==> config.mk <==
export PLATFORM = sky130hd
export DESIGN_NAME = pcie_tl_fsm_flat
export DESIGN_NICKNAME = d
export VERILOG_FILES = /design/src/rtl/pcie_tl_pkg.sv /design/src/rtl/pcie_tl_fsm_if.sv /design/src/rtl/pcie_tl_thresh_regs.sv /design/src/rtl/pcie_tl_fsm.sv /design/src/flat_wrapper.sv
export SDC_FILE = /design/constraint.sdc
export NUM_CORES = 1
export LEC_CHECK = 0
export CAP_MARGIN = 30
export CORE_MARGIN = 2
export CORE_UTILIZATION = 39
export DETAILED_ROUTE_END_ITERATION = 6
export PLACE_DENSITY = 0.81
export SLEW_MARGIN = 40
export SYNTH_ARGS = -nofsm -noshare
export SYNTH_HDL_FRONTEND = slang
export SYNTH_HIERARCHICAL = 1
export SYNTH_SLANG_ARGS = --single-unit
==> constraint.sdc <==
create_clock -name clk -period 1.9 [get_ports clk]
set_input_delay 0.475 -clock clk [delete_from_list [all_inputs] [get_ports clk]]
set_output_delay 0.475 -clock clk [all_outputs]
set_load 0.01 [all_outputs]
==> src/rtl/pcie_tl_pkg.sv <==
// Shared transaction-layer encodings and sizes; the counters and FIFO blocks import
// this same package so that all of them agree on the state encoding.
package pcie_tl_pkg;
    localparam int STATE_W = 4;
    localparam int NFIFO   = 5;
    localparam int TH_W    = 3;

    localparam logic [TH_W-1:0] TH_LO_RST = 3'd1;
    localparam logic [TH_W-1:0] TH_HI_RST = 3'd6;

    // One-hot for the live states; ERROR is the all-zero code.
    typedef enum logic [STATE_W-1:0] {
        ST_ERROR  = 4'b0000,
        ST_RESET  = 4'b0001,
        ST_INIT   = 4'b0010,
        ST_IDLE   = 4'b0100,
        ST_ACTIVE = 4'b1000
    } tl_state_e;
endpackage

==> src/rtl/pcie_tl_fsm_if.sv <==
// Control/status bundle between the transaction-layer FSM and its environment.
interface pcie_tl_fsm_if;
    import pcie_tl_pkg::*;

    logic             init;
    logic [TH_W-1:0]  th_low_in;
    logic [TH_W-1:0]  th_high_in;
    logic [NFIFO-1:0] fifo_empty;
    logic [NFIFO-1:0] fifo_error;
    tl_state_e        state;
    tl_state_e        next_state;
    logic             idle;
    logic [TH_W-1:0]  th_low;
    logic [TH_W-1:0]  th_high;
    logic [NFIFO-1:0] error_out;
    logic             cfg_error;

    modport master (
        output init, th_low_in, th_high_in, fifo_empty, fifo_error,
        input  state, next_state, idle, th_low, th_high, error_out, cfg_error
    );

    modport slave (
        input  init, th_low_in, th_high_in, fifo_empty, fifo_error,
        output state, next_state, idle, th_low, th_high, error_out, cfg_error
    );
endinterface

==> src/rtl/pcie_tl_thresh_regs.sv <==
// Almost-empty/almost-full threshold registers plus the low<high sanity compare
// on the incoming values (the ones that get latched on the same edge).
module pcie_tl_thresh_regs
    import pcie_tl_pkg::*;
(
    input  logic            clk,
    input  logic            reset_L,
    input  logic            load,
    input  logic [TH_W-1:0] th_low_in,
    input  logic [TH_W-1:0] th_high_in,
    output logic [TH_W-1:0] th_low,
    output logic [TH_W-1:0] th_high,
    output logic            th_ok
);
    assign th_ok = th_low_in < th_high_in;

    always_ff @(posedge clk or negedge reset_L) begin
        if (!reset_L) begin
            th_low  <= TH_LO_RST;
            th_high <= TH_HI_RST;
        end else if (load) begin
            th_low  <= th_low_in;
            th_high <= th_high_in;
        end
    end
endmodule

==> src/rtl/pcie_tl_fsm.sv <==
// Transaction-layer control FSM: RESET -> INIT -> IDLE/ACTIVE, absorbing ERROR,
// with threshold latching, registered idle and sticky FIFO/config error flags.
module pcie_tl_fsm
    import pcie_tl_pkg::*;
(
    input  logic         clk,
    input  logic         reset_L,
    pcie_tl_fsm_if.slave bus
);
    tl_state_e        state_q, nxt;
    logic             idle_q, cfg_q, cfg_set, th_load, th_ok;
    logic [NFIFO-1:0] err_q;
    logic             any_err, all_empty;

    assign any_err   = |bus.fifo_error;
    assign all_empty = &bus.fifo_empty;

    // Thresholds follow the inputs for every INIT cycle, except an edge that
    // is diverted to ERROR by a FIFO error.
    assign th_load = (state_q == ST_INIT) && !any_err;

    always_comb begin
        nxt     = ST_ERROR;
        cfg_set = 1'b0;
        case (state_q)
            ST_RESET: nxt = ST_INIT;
            ST_ERROR: nxt = ST_ERROR;
            ST_INIT, ST_IDLE, ST_ACTIVE: begin
                if (any_err)
                    nxt = ST_ERROR;
                else if (bus.init)
                    nxt = ST_INIT;
                else if (state_q == ST_INIT) begin
                    nxt     = th_ok ? ST_IDLE : ST_ERROR;
                    cfg_set = !th_ok;
                end else
                    nxt = all_empty ? ST_IDLE : ST_ACTIVE;
            end
            default: nxt = ST_ERROR;
        endcase
    end

    always_ff @(posedge clk or negedge reset_L) begin
        if (!reset_L) begin
            state_q <= ST_RESET;
            idle_q  <= 1'b0;
            err_q   <= '0;
            cfg_q   <= 1'b0;
        end else begin
            state_q <= nxt;
            idle_q  <= (nxt == ST_IDLE) && all_empty;
            // FIFOs are unconfigured in RESET, so their error pulses are not recorded.
            if (state_q != ST_RESET)
                err_q <= err_q | bus.fifo_error;
            if (cfg_set)
                cfg_q <= 1'b1;
        end
    end

    pcie_tl_thresh_regs u_thresh (
        .clk        (clk),
        .reset_L    (reset_L),
        .load       (th_load),
        .th_low_in  (bus.th_low_in),
        .th_high_in (bus.th_high_in),
        .th_low     (bus.th_low),
        .th_high    (bus.th_high),
        .th_ok      (th_ok)
    );

    assign bus.state      = state_q;
    assign bus.next_state = nxt;
    assign bus.idle       = idle_q;
    assign bus.error_out  = err_q;
    assign bus.cfg_error  = cfg_q;
endmodule

==> src/flat_wrapper.sv <==
// flat-port wrapper written by rule: the top's interface ports become plain ports
module pcie_tl_fsm_flat import pcie_tl_pkg::*;
  (clk, reset_L, bus_init, bus_th_low_in, bus_th_high_in, bus_fifo_empty, bus_fifo_error, bus_state, bus_next_state, bus_idle, bus_th_low, bus_th_high, bus_error_out, bus_cfg_error);
  pcie_tl_fsm_if bus_i ();
  input  logic clk;
  input  logic reset_L;
  input wire logic [$bits(bus_i.init)-1:0] bus_init;
  input wire logic [$bits(bus_i.th_low_in)-1:0] bus_th_low_in;
  input wire logic [$bits(bus_i.th_high_in)-1:0] bus_th_high_in;
  input wire logic [$bits(bus_i.fifo_empty)-1:0] bus_fifo_empty;
  input wire logic [$bits(bus_i.fifo_error)-1:0] bus_fifo_error;
  output wire logic [$bits(bus_i.state)-1:0] bus_state;
  output wire logic [$bits(bus_i.next_state)-1:0] bus_next_state;
  output wire logic [$bits(bus_i.idle)-1:0] bus_idle;
  output wire logic [$bits(bus_i.th_low)-1:0] bus_th_low;
  output wire logic [$bits(bus_i.th_high)-1:0] bus_th_high;
  output wire logic [$bits(bus_i.error_out)-1:0] bus_error_out;
  output wire logic [$bits(bus_i.cfg_error)-1:0] bus_cfg_error;
  assign bus_i.init = bus_init;
  assign bus_i.th_low_in = bus_th_low_in;
  assign bus_i.th_high_in = bus_th_high_in;
  assign bus_i.fifo_empty = bus_fifo_empty;
  assign bus_i.fifo_error = bus_fifo_error;
  assign bus_state = bus_i.state;
  assign bus_next_state = bus_i.next_state;
  assign bus_idle = bus_i.idle;
  assign bus_th_low = bus_i.th_low;
  assign bus_th_high = bus_i.th_high;
  assign bus_error_out = bus_i.error_out;
  assign bus_cfg_error = bus_i.cfg_error;
  pcie_tl_fsm u_core (.clk(clk), .reset_L(reset_L), .bus(bus_i));
endmodule
==> results of run 1 <==
-- flip-flops by register name, indices dropped and copies added, names as in the netlist --
register	cells
u_core/bus.state	4
u_core/bus.error_out	5
u_core/bus.idle	1
u_core/bus.cfg_error	1
u_core/u_thresh/th_high	3
u_core/u_thresh/th_low	3
-- path summary, 6_finish.rpt --
path | startpoint | to | depth (start not counted)
worst max-delay path | bus_th_high_in[2] | bus_next_state[2] | 8
min in group asynchronous | reset_L | u_core/u_thresh/th_low[2] | 2
worst min register to register | u_core/bus.error_out[1] | u_core/bus.error_out[1] | 1
worst min-delay path | bus_fifo_error[2] | u_core/bus.error_out[2] | 2
max in group asynchronous | reset_L | u_core/bus.state[0] | 2
worst max register to register | u_core/bus.state[3] | u_core/u_thresh/th_low[1] | 6
-- through the flow --
step / cell area [um2] / TNS (ns) / setup slack [ns] / util / hold WS (ns)
floorplan: 862 / -0.0140 / -0.0140 / - / 0.179
global placement: 1370 / -5.38 / -1.21 / 0.689 / 0.438
detailed placement: 1370 / -5.42 / -1.21 / 0.689 / 0.443
CTS: 1490 / -0.578 / -0.209 / 0.752 / 0.433
global route: 1570 / -1.15 / -0.308 / 0.792 / 0.403
finish: 1570 / -0.795 / -0.270 / 0.792 / 0.400
-- routing by layer --
layer  vias up  track usage  wire (um)
met5         -            0          0
met4         0       0.0556         25
met3         3       0.0576        161
met2        31        0.333       1320
met1       364        0.233        976
li1        370            -          -
-- logic make-up after synthesis --
logic type | count (synthesis) | synth area share
compound gates | 13 | 0.121
xor+xnor | 1 | 0.0106
fa+ha+maj | 2 | 0.0302
buf+inv | 6 | 0.0498
flops | 17 | 0.520
mux | 6 | 0.109
other cells | 1 | 0.00453
simple gates | 19 | 0.156
-- synth_stat cells, types with 2 or more instances --
| library cell | instances | area share |
|---|---|---|
| buf_6 | 2 | 0.027 |
| nor2_1 | 3 | 0.014 |
| mux2_4 | 6 | 0.11 |
| nor4b_2 | 2 | 0.036 |
| nand2_1 | 2 | 0.0091 |
| a21o_1 | 6 | 0.054 |
| a211oi_1 | 2 | 0.018 |
| inv_1 | 3 | 0.014 |
| nand2b_1 | 2 | 0.015 |
| dfstp_2 | 4 | 0.13 |
| ha_1 | 2 | 0.030 |
| dfrtp_1 | 13 | 0.39 |
| and3_1 | 2 | 0.015 |
-- area by class of cell --
cell class | count | area (um2)
clock buffer | 4 | 26.3
fill | 114 | 412
inverter | 3 | 23.8
multi-input combinational | 43 | 478
sequential | 17 | 434
tap | 27 | 33.8
timing repair buffer | 66 | 574
-- repair_timing --
| action | in CTS | in global routing |
|---|---|---|
| resized for setup | 58 | 16 |
| gates cloned | 0 | 0 |
| setup buffers | 8 | 4 |
| hold buffers | 0 | 0 |
| pin swaps | 11 | 9 |
| setup endpoints to repair | 7 | 12 |
-- where the power goes --
part           leakage, nW  internal (mW)  switching, mW
combinational        0.510          0.141         0.0872
clock               0.0150         0.0818          0.115
sequential           0.189          0.386         0.0131
total                0.714          0.609          0.215
-- critical path, delay by kind of cell --
| kind | cells | cell delay, ns |
|---|---|---|
| buffers and inverters | 3 | 0.31 |
| AO/OA/AOI/OAI | 3 | 0.63 |
| adder cells (fa/ha/maj) | 1 | 0.19 |
| AND/OR/NAND/NOR | 1 | 0.09 |
==> results.sh, run 1 <==
export IMPL_layout_drive_gt1_share=0.556
export IMPL_slew_viol_final=0
export IMPL_crit_fanout=2
export IMPL_cts_sinks=17
export IMPL_layout_commonest_cell="buf_4"
export IMPL_row_count=16
export IMPL_crit_chain="buf_12, inv_12, ha_4, a21o_1, a31oi_4, nand2_2, a211oi_4, buf_2"
export IMPL_period_share=1.14
export IMPL_synth_avg_cell_area_um2=12.7
export IMPL_setup_viol=7
export IMPL_cts_max_path_buffers=2
export IMPL_start_kind="input pin"
export IMPL_skew_ns=0.00364
export IMPL_violations="setup timing"
export IMPL_clk_latency_ns=0.29
export IMPL_grtUsageTotal=0.194
export IMPL_critPathMaxStageDelay_ns=0.24
export IMPL_endpoint_kind="output pin"
export IMPL_die_height_um=50.1
export IMPL_totalPowerFinal_mw=0.824
export IMPL_clk_pin_slew_ns=0.10
export IMPL_n_antenna_cell=0
export IMPL_synth_cells=65
export IMPL_post_place_cells=144
export IMPL_drv_cap=0
export IMPL_viasPerCell=4.80
export IMPL_cp_required_ns=1.42
export IMPL_wl_per_cell_um=15.5
export IMPL_cts_tree="yes"
export IMPL_drc=0
export IMPL_rrSetupSlack_ns=-0.02
export IMPL_cts_buffers=3
export IMPL_nets=155
export IMPL_grt_antenna_before_repair=0
export IMPL_yosysSeqAreaShare=0.520
export IMPL_final_min_clock_period_ns=2.17
export IMPL_synthFlopType="dfrtp_1"
export IMPL_worst_ep_arrival_time_ns=1.70
export IMPL_ys_seq_elements=17
export IMPL_hold_viol=0
export IMPL_synthArstFlopShare=1.00
export IMPL_place_congestion=0.748
export IMPL_clockRootBuffer="clkbuf_4"
export IMPL_yosysUniqueCellTypes=29
export IMPL_vias=768
export IMPL_grt_max_degree=18
export IMPL_path_class="input pin to output pin"
export IMPL_status="finished with violations"
export IMPL_ioPinCount=40
export IMPL_p_per_area_mw_per_mm2=525
export IMPL_mostFrequentLayoutCells="buf_4 (27), clkdlybuf4s50_1 (21), dfrtp_1 (10)"
export IMPL_drt_iter0_drc=5
export IMPL_hpwlAfterDp_mm=1.47
export IMPL_wirelength_mm=2.49
export IMPL_cp_slowest_cell="a211oi_4"
export IMPL_yosys_warnings=6
export IMPL_chipWidth_um=50.1
export IMPL_fmax_mhz=461
export IMPL_grt_pass1_vias=790
export IMPL_grt_ovfl_total=0
export IMPL_grt_pass1_wl_mm=3.60
export IMPL_hp_class="input pin to flip-flop"
export IMPL_stdcell_count=160
export IMPL_ant_nets=0
export IMPL_syn_cell_area_um2=828
export IMPL_fin_ws_ns=-0.270
export IMPL_leakage_nw=0.714
export IMPL_drt_pass1_iterations=3
export IMPL_synth_edf_count=0
export IMPL_ir_worst_vdd_v=0.000417
export IMPL_area_growth_pct=89.6
export IMPL_grt_setup_unrepaired="yes"
export IMPL_cts_max_level=1
export IMPL_port_buffers=38
export IMPL_core_mm2=0.00198
export IMPL_dieArea_mm2=0.00251
export IMPL_start_util=0.418
Note: power is estimated with default switching activity, not from simulation.
==> run 2: changes to the inputs <==
CAP_MARGIN = 25   (was 30)
==> results of run 2 <==
Final layout, timing and power as in run 1 (identical DEF).
==> RTL change (config.mk and constraints of run 1) <==
Make the reset (`reset_L`) synchronous in 2 clocked blocks.
--- a/src/rtl/pcie_tl_thresh_regs.sv
+++ b/src/rtl/pcie_tl_thresh_regs.sv
@@ -15,5 +15,5 @@
     assign th_ok = th_low_in < th_high_in;
 
-    always_ff @(posedge clk or negedge reset_L) begin
+    always_ff @(posedge clk) begin
         if (!reset_L) begin
             th_low  <= TH_LO_RST;
--- a/src/rtl/pcie_tl_fsm.sv
+++ b/src/rtl/pcie_tl_fsm.sv
@@ -41,5 +41,5 @@
     end
 
-    always_ff @(posedge clk or negedge reset_L) begin
+    always_ff @(posedge clk) begin
         if (!reset_L) begin
             state_q <= ST_RESET;
Behaviour: differs if reset_L is asserted again (counterexample within 4 cycles, from zero or initial values and one cycle with reset_L low); with reset_L held inactive, the same outputs for 10 cycles.
==> RTL change against run 1 <==
  * The run still ends with negative setup slack left
  * Global-route usage increased by 10 points
  * Sequential cell count is the same
  * Total power fell by 8.1%
  * Synthesized area decreased by 8.0%
  * Largest cell class unchanged
  * Count of clock-buffer cells in the layout shrank 1
  * Largest power group unchanged
  * Final cell count grew 14%
  * Setup slack better by 0.087 ns
  * Sequential power fell by 7.0%
  * Wire length grew 46%
  * Hold slack improved by 0.077 ns
  * Design area fell by 1.1%
==> RTL change: results (changes against run 1) <==
status complete, but fails checks; XOR/XNOR Fraction of Synth Area 1.15% (+0.092 points); skew final 0.00568 ns (+0.00203 ns); hold wc startpoint bus_th_low_in[2]; cell count after placement 162 (+13%); setup ws final -0.184 ns (+0.0869 ns); fraction of layout cells with a size suffix above 1 47.8% (-7.9 points); Post-synth top flop dfxtp_1; multiplexer share of the synthesized area 7.88% (-3.0 points); initial DRC count 24 (+19); number of global-route vias before repair 956 (+21%); failing checks negative setup slack; register area share after synthesis 44.7% (-7.3 points); Post-Synth Adder-Cell Area 3.28% (+0.26 points); GRT Total Usage 29.8% (+10 points); DP HPWL 1700 um (+15%); Final GP Congestion 0.733 (-2.0%); vias per cell 5.57 (+16%); largest net degree at the start of global routing 11 (-7); FF-to-FF setup slack 0 ns (+0.02 ns); asr flop ratio synth 0% (-100 points); number of distinct library cells after synthesis 31 (+6.9%); Avg Cell Area, Syn 9.41 um^2 (-26%); Synth Area in Compound Gates 11.5% (-0.59 points); final setup violating endpoints 4 (-3); Max VDD drop 0.000491 V (+18%); first-pass GRT wire length 4450 um (+24%); R2R Path Start u_core/bus.state[2]; Lkg Pwr 0.000650 uW (-9.1%); TritonRoute pass-1 iters 4 (+1)
==> RTL change: changes by cell type in the layout (fill, tap and decap cells not counted), moves of 6 or more <==
cell and delta:
buf_4 +10, dfrtp_1 -10, dfxtp_1 +14, mux2_4 -6, mux2i_1 +6, nor2_1 +8
==> RTL change: routing by layer <==
metal  track usage [%]  up-vias  wire length (um)
met5                 0        -                 0
met4              17.8        0               163
met3              4.81       17               238
met2              58.4       63              1860
met1              28.0      502              1380
li1                  -      437                 -
==> RTL change: where the power goes <==
| group | total [uW] | internal (uW) | leakage (uW) | switching (uW) |
|---|---|---|---|---|
| Sequential | 371 | 364 | 0.000141 | 6.97 |
| Combinational | 183 | 102 | 0.000491 | 80.6 |
| Clock | 203 | 78.4 | 0.0000177 | 125 |
| Total | 757 | 545 | 0.000650 | 212 |
==> RTL change: metrics by stage <==
stage / util (%) / TNS, ns / instance area, um^2 / total power (uW)
finish: 87.1 / -0.349 / 1550 / 757
global route: 86.9 / -0.569 / 1550 / 777
CTS: 85.1 / -0.191 / 1520 / 736
detailed placement: 73.0 / -2.97 / 1300 / 525
global placement: 73.0 / -2.63 / 1300 / 520
floorplan: - / 0 / 762 / 430
==> RTL change: worst paths after layout <==
path | cells past startpoint | to
min reg2reg | 2 | u_core/bus.error_out[4]
min | 3 | u_core/u_thresh/th_low[2]
max | 7 | bus_next_state[2]
max reg2reg | 10 | u_core/bus.state[2]
==> RTL change: repair_timing <==
action / in CTS / in global routing
resized for setup: 67 / 11
pin swaps: 14 / 6
buffers inserted: 17 / 1
endpoints found under the setup margin: 3 / 5
==> RTL change: logic make-up after synthesis <==
family | Yosys count
fa+ha+maj | 2
flops | 17
simple gates | 34
mux | 6
buf+inv | 7
xor+xnor | 1
compound gates | 13
other cells | 1
==> RTL change: critical path: stages <==
cell and delay (ns):
buf_8 0.10, ha_4 0.24, a21o_1 0.17, a31oi_2 0.19, nand2_1 0.13, a21oi_2 0.15
buf_2 0.15
==> RTL change: area by class of cell <==
type,count,area [um^2],area share [%]
inverter,4,17.5,1.13
sequential,17,349,22.5
tap,25,31.3,2.01
timing repair buffer,75,634,40.9
multi-input combinational,57,490,31.6
antenna,1,2.50,0.161
clock buffer,3,22.5,1.45
clock inverter,1,5.00,0.322
